File: src/rtl/if_id_skid_stage.sv
// IF/ID pipeline stage: valid/ready handshake with a one-entry skid buffer,
// synchronous flush and saturating bubble/stall counters.
module if_id_skid_stage #(
    parameter int             N   = 32,
    parameter int             PCW = 32,
    parameter logic [N-1:0]   NOP = {N{1'b0}},
    parameter int             CW  = 16
) (
    input  logic           clock,
    input  logic           reset,
    input  logic           flush,
    input  logic           in_valid,
    input  logic [N-1:0]   in_instr,
    input  logic [PCW-1:0] in_pc,
    output logic           in_ready,
    output logic           out_valid,
    output logic [N-1:0]   out_instr,
    output logic [PCW-1:0] out_pc,
    input  logic           out_ready,
    output logic [CW-1:0]  bubble_cnt,
    output logic [CW-1:0]  stall_cnt
);

    // state    | meaning
    // ST_EMPTY | nothing held, NOP on outputs, accepting
    // ST_FULL  | main valid, accepting
    // ST_SKID  | main and skid valid, not accepting
    typedef enum logic [1:0] {ST_EMPTY, ST_FULL, ST_SKID} state_t;

    localparam logic [CW-1:0] CNT_MAX = {CW{1'b1}};
    localparam logic [CW-1:0] CNT_ONE = CW'(1);

    state_t           state_q;
    logic [N-1:0]     main_instr_q, skid_instr_q;
    logic [PCW-1:0]   main_pc_q, skid_pc_q;
    logic [CW-1:0]    bubble_q, bubble_d;
    logic [CW-1:0]    stall_q, stall_d;

    // Handshake outputs decode the registered state only.
    assign in_ready   = (state_q != ST_SKID);
    assign out_valid  = (state_q != ST_EMPTY);
    assign out_instr  = out_valid ? main_instr_q : NOP;
    assign out_pc     = out_valid ? main_pc_q : '0;
    assign bubble_cnt = bubble_q;
    assign stall_cnt  = stall_q;

    always_comb begin
        bubble_d = bubble_q;
        stall_d  = stall_q;
        if (out_ready && !out_valid && (bubble_q != CNT_MAX))
            bubble_d = bubble_q + CNT_ONE;
        if (out_valid && !out_ready && (stall_q != CNT_MAX))
            stall_d = stall_q + CNT_ONE;
    end

    always_ff @(posedge clock) begin
        if (reset) begin
            state_q      <= ST_EMPTY;
            main_instr_q <= '0;
            main_pc_q    <= '0;
            skid_instr_q <= '0;
            skid_pc_q    <= '0;
            bubble_q     <= '0;
            stall_q      <= '0;
        end else begin
            bubble_q <= bubble_d;
            stall_q  <= stall_d;
            // Flush drops everything held plus any beat offered this cycle.
            if (flush) begin
                state_q <= ST_EMPTY;
            end else begin
                case (state_q)
                    ST_EMPTY: begin
                        if (in_valid) begin
                            main_instr_q <= in_instr;
                            main_pc_q    <= in_pc;
                            state_q      <= ST_FULL;
                        end
                    end
                    ST_FULL: begin
                        if (in_valid && out_ready) begin
                            main_instr_q <= in_instr;
                            main_pc_q    <= in_pc;
                        end else if (in_valid) begin
                            skid_instr_q <= in_instr;
                            skid_pc_q    <= in_pc;
                            state_q      <= ST_SKID;
                        end else if (out_ready) begin
                            state_q <= ST_EMPTY;
                        end
                    end
                    ST_SKID: begin
                        if (out_ready) begin
                            main_instr_q <= skid_instr_q;
                            main_pc_q    <= skid_pc_q;
                            state_q      <= ST_FULL;
                        end
                    end
                    default: state_q <= ST_EMPTY;
                endcase
            end
        end
    end

endmodule

File: config.mk
export PLATFORM = sky130hd
export DESIGN_NAME = if_id_skid_stage
export DESIGN_NICKNAME = d
export VERILOG_FILES = /design/src/rtl/if_id_skid_stage.sv
export SDC_FILE = /design/constraint.sdc
export NUM_CORES = 1
export LEC_CHECK = 0
export ABC_AREA = 1
export BUFFER_PORTS_ARGS = -buffer_cell sky130_fd_sc_hd__buf_2
export CAP_MARGIN = 20
export CORE_AREA = 10 10 138 140
export CTS_CLUSTER_DIAMETER = 30
export DETAILED_ROUTE_END_ITERATION = 10
export DIE_AREA = 0 0 148 150
export PLACE_DENSITY = 0.76
export SKIP_LAST_GASP = 1
export SLEW_MARGIN = 15
export SYNTH_ARGS = -nofsm -noshare
export SYNTH_HDL_FRONTEND = slang
export SYNTH_SLANG_ARGS = --single-unit
File: constraint.sdc
create_clock -name clock -period 1.5 [get_ports clock]
set_clock_uncertainty 0.15 [all_clocks]
set_input_delay 0.075 -clock clock [delete_from_list [all_inputs] [get_ports clock]]
set_output_delay 0.075 -clock clock [all_outputs]
set_load 0.01 [all_outputs]
==> impl_metrics.csv, run 1 <==
group,metric,value,unit
run_status,status,"complete, but fails checks",
run_status,violations,"setup timing",
clock_network,cts-htree-levels,4,
power_and_ir_drop,leakage,6.09,nW
yosys,synth_xor_area_share,0,%
yosys,synth_cell_types,20,
yosys,ys_top_cells_by_area,"dfxtp_1 (40%), nor2_1 (18%), nand2_1 (15%)",
yosys,syn_nets,1420,
setup_path,start_kind,"flop",
floorplan,die_x,148,um
yosys,synthSimpleGateAreaFrac,40.6,%
clock_network,cts_buffers,17,
sta,period_share,120,%
yosys,synth_compound_area_share,6.94,%
place,dp_hpwl,15300,um
sta,relSlewSlack,68.8,%
routing,num_vias,9922,
global_routing,overflow,0,
setup_path,critPathRequiredTime,1.70,ns
setup_path,cp_max_fo,8,
yosys,synth_async_sr_flop_share,0,%
sta,clock.fmax,557,MHz
floorplan,io_pins,167,
setup_path,critical_path_class,"flop to flop",
final_layout,final_nets,1721,
setup_path,critPathArrivalTime,1.99,ns
final_layout,fin_cells,1882,
clock_network,cts_buffer_depth,2,
final_layout,n_fill_cell,1102,
power_and_ir_drop,finalPower,10.9,mW
routing,drtPass1Iterations,6,
place,io_buffers,166,
sta,slew_violations,0,
global_routing,grt_max_degree,78,
yosys,syn_area,8060,um^2
sta,finalHoldViolCount,0,
sta,whs,0.115,ns
routing,ant_nets,0,
routing,via_per_inst,5.27,
clock_network,cts_sinks,162,
sta,setup_viol,214,
clock_network,root_buffer,"clkbuf_16",
global_routing,grtUsageTotal,24.2,%
final_layout,syn_to_final_growth,58.0,%
routing,routed_wl,32100,um
sta,rsz0062_at_grt,"yes",
yosys,synth.avg_cell_area,5.97,um^2
yosys,yosys-top-cells-count,"nor2_1 (393), nand2_1 (332), inv_1 (169), dfxtp_1 (162), nand3_1 (87)",
floorplan,dieArea,22200,um^2
sta,period_needed,1.80,ns
global_routing,grt_antenna_before_repair,0,
floorplan,initial_core_util,49.3,%
clock_network,clk_pin_slew,0.06,ns
global_routing,grt_first_pass_wirelength,44400,um
run,drv_cap,0,
final_layout,final_util,77.9,%
yosys,yosysMostFrequentCell,"nor2_1",
routing,drc,0,
global_routing,first_global_vias,9046,
yosys,yosys.area.top_type_share,40.3,%
floorplan,core_area,16300,um^2
sta,setup_ws,-0.296,ns
sta,max_slew.worst_pin.slew,0.468,ns
routing,drt-wirelength-per-cell,17.1,um
place,globalplace.congestion,0.848,
yosys,synth_area_leader_cell,"dfxtp_1",
final_layout,diodes,0,
worst_hold_path,hp-class,"input pin to flop",
yosys,synth-seq-cells,162,
clock_network,cts_tree,"built",
yosys,synth_mux_area_share,0,%
yosys,yosys_most_used_dff,"dfxtp_1",
place,dp.cells,1733,
place,pre_cts_slack,-0.140,ns
floorplan,die_h,150,um
floorplan,fp-row-count,47,
final_layout,drive_above_1_share,30.0,%
yosys,netlist_instances,1349,
yosys,synth_edf_count,0,
yosys,yosys_warnings,0,
setup_path,crit_path_end_kind,"flop",
yosys,synthAdderAreaFrac,0.311,%
routing,drt-initial-drc-count,995,
yosys,ys_seq_area_share,40.3,%
power_and_ir_drop,p_per_area,854,nW/um^2
clock_network,clock_latency,0.43,ns
power_and_ir_drop,ir_drop,0.000807,V
yosys,synth_top_family_by_area,"simple AND/OR/NAND/NOR gates",
[kinds of logic (layout without fill, tap and decap cells)]
group,after synthesis,after routing
compound gates,110,110
fa+ha+maj,2,2
buf+inv,245,557
flops,162,162
simple gates,830,831
[cells in the final DEF (no fill, tap or decap), types with 10 or more instances in the layout]
cell	netlist	layout
buf_12	0	15
buf_4	0	64
buf_2	31	141
nand3_1	87	86
nor2_2	0	57
dfxtp_1	162	147
buf_6	0	41
a21oi_1	31	29
dfxtp_2	0	10
nor2_4	0	45
buf_16	0	14
nor2_1	393	291
o21ai_1	0	20
nand2_2	0	19
nand2_1	332	308
inv_1	169	166
clkbuf_16	0	26
o21ai_2	0	27
dlygate4sd3_1	0	67
o21ai_0	75	28
[metrics by stage]
stage | TNS, ns | instance area, um^2
2_1_floorplan | -0.0101 | 8140
3_3_place_gp | -7.24 | 9590
3_5_place_dp | -14.09 | 9590
4_1_cts | -23.76 | 11800
5_1_grt | -43.73 | 12700
6_report | -27.46 | 12700
[final timing paths]
| path | start | end | slack, ns | depth (start not counted) |
|---|---|---|---|---|
| min | out_ready | state_q[1] | 0.11 | 5 |
| max reg2reg | state_q[1] | main_pc_q[26] | -0.30 | 9 |
| min reg2reg | skid_instr_q[6] | skid_instr_q[6] | 0.30 | 2 |
| max | state_q[1] | main_pc_q[26] | -0.30 | 9 |
[report_power, final]
group / switching (mW) / leakage (nW) / internal (mW)
combinational: 0.932 / 4.47 / 0.740
sequential: 0.107 / 1.33 / 4.47
clock: 1.79 / 0.286 / 2.82
[layer usage]
layer / vias to the layer above / part of all wire [%] / GRT usage, %
met2: 543 / 51 / 43.5
met1: 4545 / 36 / 27.2
li1: 4697 / - / -
met4: 0 / 4.4 / 8.82
met5: - / 0 / 0
met3: 137 / 8.7 / 5.80
[worst max-delay path: stages, from the launching register on]
cell,delay (ns)
dfxtp_4,0.38
buf_12,0.12
inv_2,0.04
o211ai_1,0.26
nor2_4,0.08
buf_12,0.17
clkbuf_16,0.18
nand2_1,0.09
nand2_1,0.09
nor2_1,0.15
[timing repair]
item                                   in CTS  in global routing
setup endpoints to repair                 219                228
gates resized for setup                   126                215
endpoints found under the hold margin     131                  0
pin swaps                                  31                 31
setup buffers                              23                  7
hold buffers                               67                  0
gates cloned                               15                 14
[sequential cells by signal, summed over array words and instances, names as in the netlist]
| signal | flops |
|---|---|
| main_instr_q | 32 |
| state_q | 2 |
| skid_instr_q | 32 |
| stall_cnt | 16 |
| bubble_cnt | 16 |
| main_pc_q | 32 |
| skid_pc_q | 32 |
[final cells by class]
type | instances | area (um^2) | share of cell area [%]
sequential | 162 | 3270 | 25.7
multi-input combinational | 943 | 4600 | 36.2
clock inverter | 9 | 156 | 1.23
clock buffer | 22 | 454 | 3.57
tap | 220 | 275 | 2.16
inverter | 171 | 659 | 5.18
timing repair buffer | 355 | 3310 | 26.0
No activity file was read; power rests on OpenSTA's default activity.
==> inputs of run 2 (changes only) <==
Settings changed: ABC_AREA 1 to default, BUFFER_PORTS_ARGS -buffer_cell sky130_fd_sc_hd__buf_2 to default, CORE_AREA 10 10 138 140 to 10 10 125 127, DIE_AREA 0 0 148 150 to 0 0 135 137, DONT_BUFFER_PORTS from default to 1, PLACE_DENSITY 0.76 to 0.74.
==> run 2 against run 1 <==
Compared with the run above:
- the flow finishes with violations (hold timing, setup timing)
- critical path depth down 1
- core utilization is 13 points higher
- worst setup slack lost 0.29 ns
- via count is 19% lower
- hold slack worse by 0.55 ns
- critical path type unchanged
==> impl_metrics.csv, run 2 <==
group,metric,value,unit
setup_path,critPathTopFamily,"compound AO/OA/AOI/OAI gates",
setup_path,slowest_stage,"a311oi_1",
setup_path,critPathRequiredTime,1.65,ns
place,io_buffers,0,
routing,num_vias,8000,
final_layout,drive_above_1_share,53.7,%
sta,relSlewSlack,72.2,%
yosys,ys_top_cells_by_area,"dfxtp_1 (44%), a21oi_1 (10%), mux2i_1 (9.3%)",
routing,met1Wirelength,11300,um
setup_path,start_kind,"flop",
setup_path,r2r_slack,-0.59,ns
floorplan,dieArea,18500,um^2
final_layout,final_util,91.3,%
global_routing,first_global_vias,7579,
yosys,yosys_most_used_dff,"dfxtp_1",
global_routing,grt_max_degree,170,
yosys,yosysMostFrequentCell,"dfxtp_1",
worst_hold_path,hp-class,"input pin to flop",
run_status,violations,"hold timing, setup timing",
sta,clock.fmax,478,MHz
final_layout,mostFrequentLayoutCells,"dfxtp_1 (147), buf_4 (97), a21oi_2 (77), nand2_4 (68)",
yosys,netlist_instances,860,
floorplan,core_area,13100,um^2
clock_network,cts_sinks,162,
routing,drt-wirelength-per-cell,28.0,um
floorplan,fp-row-count,42,
setup_path,critPathArrivalTime,2.24,ns
power_and_ir_drop,ir_drop,0.00109,V
setup_path,critPathLaunch,"state_q[1]",
yosys,synth-seq-cells,162,
place,globalplace.congestion,0.839,
yosys,yosys_warnings,0,
final_layout,mostFrequentLayoutCell,"dfxtp_1",
place,placed_area,8220,um^2
routing,met2_wirelength,16500,um
floorplan,initial_core_util,56.1,%
yosys,yosys.area.top_type_share,44.2,%
power_and_ir_drop,p_per_area,859,nW/um^2
yosys,syn_nets,931,
routing,drc,0,
final_layout,fin_cells,1178,
floorplan,io_pins,167,
final_layout,fin_area,11900,um^2
run_status,status,"complete, but fails checks",
setup_path,r2r_cells,8,
routing,drtPass1Iterations,5,
sta,period_needed,2.09,ns
sta,tns,-74.08,ns
run,drv_cap,0,
yosys,synth_async_sr_flop_share,0,%
sta,finalHoldViolCount,162,
routing,highest_layer,"met4",
clock_network,cts_hold_buf,4,
clock_network,cts_buffer_depth,2,
power_and_ir_drop,leakage,4.96,nW
clock_network,cts-htree-levels,4,
floorplan,die_h,137,um
setup_path,reg2reg_to,"main_pc_q[0]",
routing,drt-initial-drc-count,796,
sta,setup_viol,228,
place,dp_hpwl,13700,um
yosys,synth_area_leader_cell,"dfxtp_1",
sta,slew_violations,0,
clock_network,clk_pin_slew,0.07,ns
sta,period_share,139,%
clock_network,root_buffer,"clkbuf_16",
yosys,ys_seq_area_share,44.2,%
setup_path,cp.depth,8,
global_routing,grt_first_pass_wirelength,43500,um
floorplan,die_x,135,um
routing,routed_wl,33000,um
global_routing,grt_antenna_before_repair,0,
place,dp.cells,1046,
final_layout,syn_to_final_growth,62.7,%
global_routing,overflow,0,
setup_path,cp_max_fo,8,
sta,rsz0062_at_grt,"yes",
sta,max_slew.worst_pin.slew,0.414,ns
clock_network,clock_latency,0.43,ns
setup_path,crit_path_end_kind,"flop",
routing,wl_met3,3400,um
yosys,synth.avg_cell_area,8.54,um^2
yosys,synth_cell_types,42,
routing,via_per_inst,6.79,
setup_path,critical_path_class,"flop to flop",
final_layout,diodes,0,
clock_network,cts_buffers,17,
setup_path,critical-path-max-stage-delay,0.38,ns
clock_network,cts_tree,"built",
yosys,yosys-top-cells-count,"dfxtp_1 (162), a21oi_1 (146), nand2_1 (139), mux2i_1 (68), a311oi_1 (67)",
final_layout,n_fill_cell,493,
yosys,synth_edf_count,0,
setup_path,path_cells,"buf_4 > nand2b_4 > o21ai_4 > clkbuf_16 > buf_12 > buf_16 > a21oi_1 > a311oi_1",
setup_path,cp_num_buf_inv,4,
sta,whs,-0.436,ns
global_routing,grtUsageTotal,29.9,%
routing,ant_nets,0,
setup_path,regToRegStartpoint,"state_q[1]",
yosys,syn_area,7340,um^2
sta,setup_ws,-0.591,ns
final_layout,final_nets,1060,
setup_path,endpoint,"main_pc_q[0]",
run 2: cell count changes in the layout (fill, tap and decap cells not counted), moves of 64 or more:
| cell | change |
|---|---|
| nor2_1 | -279 |
| nand2_1 | -257 |
| inv_1 | -163 |
| buf_2 | -141 |
| nand3_1 | -84 |
| a21oi_2 | +75 |
| mux2i_1 | +67 |
| and2_4 | +64 |
| dlygate4sd3_1 | -64 |
run 2: repair_timing:
action,in CTS,in global routing
endpoints found under the setup margin,225,227
setup buffers,49,24
cloned,30,5
endpoints found under the hold margin,162,162
resized for setup,293,196
pin swaps,103,97
run 2: power breakdown:
part           internal [mW]  total [mW]  switching [mW]
registers               4.44        4.56           0.113
logic                  0.671        1.31           0.642
clock network           2.59        4.39            1.80
run 2: how the worst min path moves through the flow:
stage	startpoint	end	slack [ns]	cells after the start
6_report	reset	stall_cnt[10]	-0.44	1
5_1_grt	reset	bubble_cnt[0]	-0.45	1
4_1_cts	reset	stall_cnt[10]	-0.43	1
3_3_place_gp	reset	bubble_cnt[0]	0.001	1
3_5_place_dp	flush	state_q[0]	0.007	1
2_1_floorplan	flush	state_q[0]	0.002	1
run 2: per-stage QoR:
step	total power [mW]	setup WS (ns)
CTS	9.98	-0.421
global route	10.5	-0.644
detailed placement	5.27	-0.425
floorplan	5.16	-0.496
finish	10.3	-0.591
global placement	5.22	-0.374
run 2: cells by family after synthesis:
| family | share of synthesized area (%) |
|---|---|
| fa+ha+maj | 0.341 |
| flops | 44.2 |
| simple gates | 20.0 |
| buf+inv | 4.72 |
| compound gates | 20.6 |
| mux | 10.0 |
| xor+xnor | 0.119 |
run 2: area by class of cell:
cell class | instances | area [um^2] | area share [%]
Multi-Input combinational cell | 613 | 5300 | 44.4
Sequential cell | 162 | 3280 | 27.4
Timing Repair Buffer | 191 | 2550 | 21.3
Clock buffer | 23 | 479 | 4.01
Tap cell | 176 | 220 | 1.84
Clock inverter | 9 | 104 | 0.869
Inverter | 4 | 17.5 | 0.147
run 2: routing by layer:
| metal | up-vias | global-route usage [%] |
|---|---|---|
| met4 | 0 | 12.3 |
| li1 | 3382 | - |
| met5 | - | 0 |
| met2 | 568 | 52.2 |
| met1 | 3888 | 33.2 |
| met3 | 162 | 9.24 |
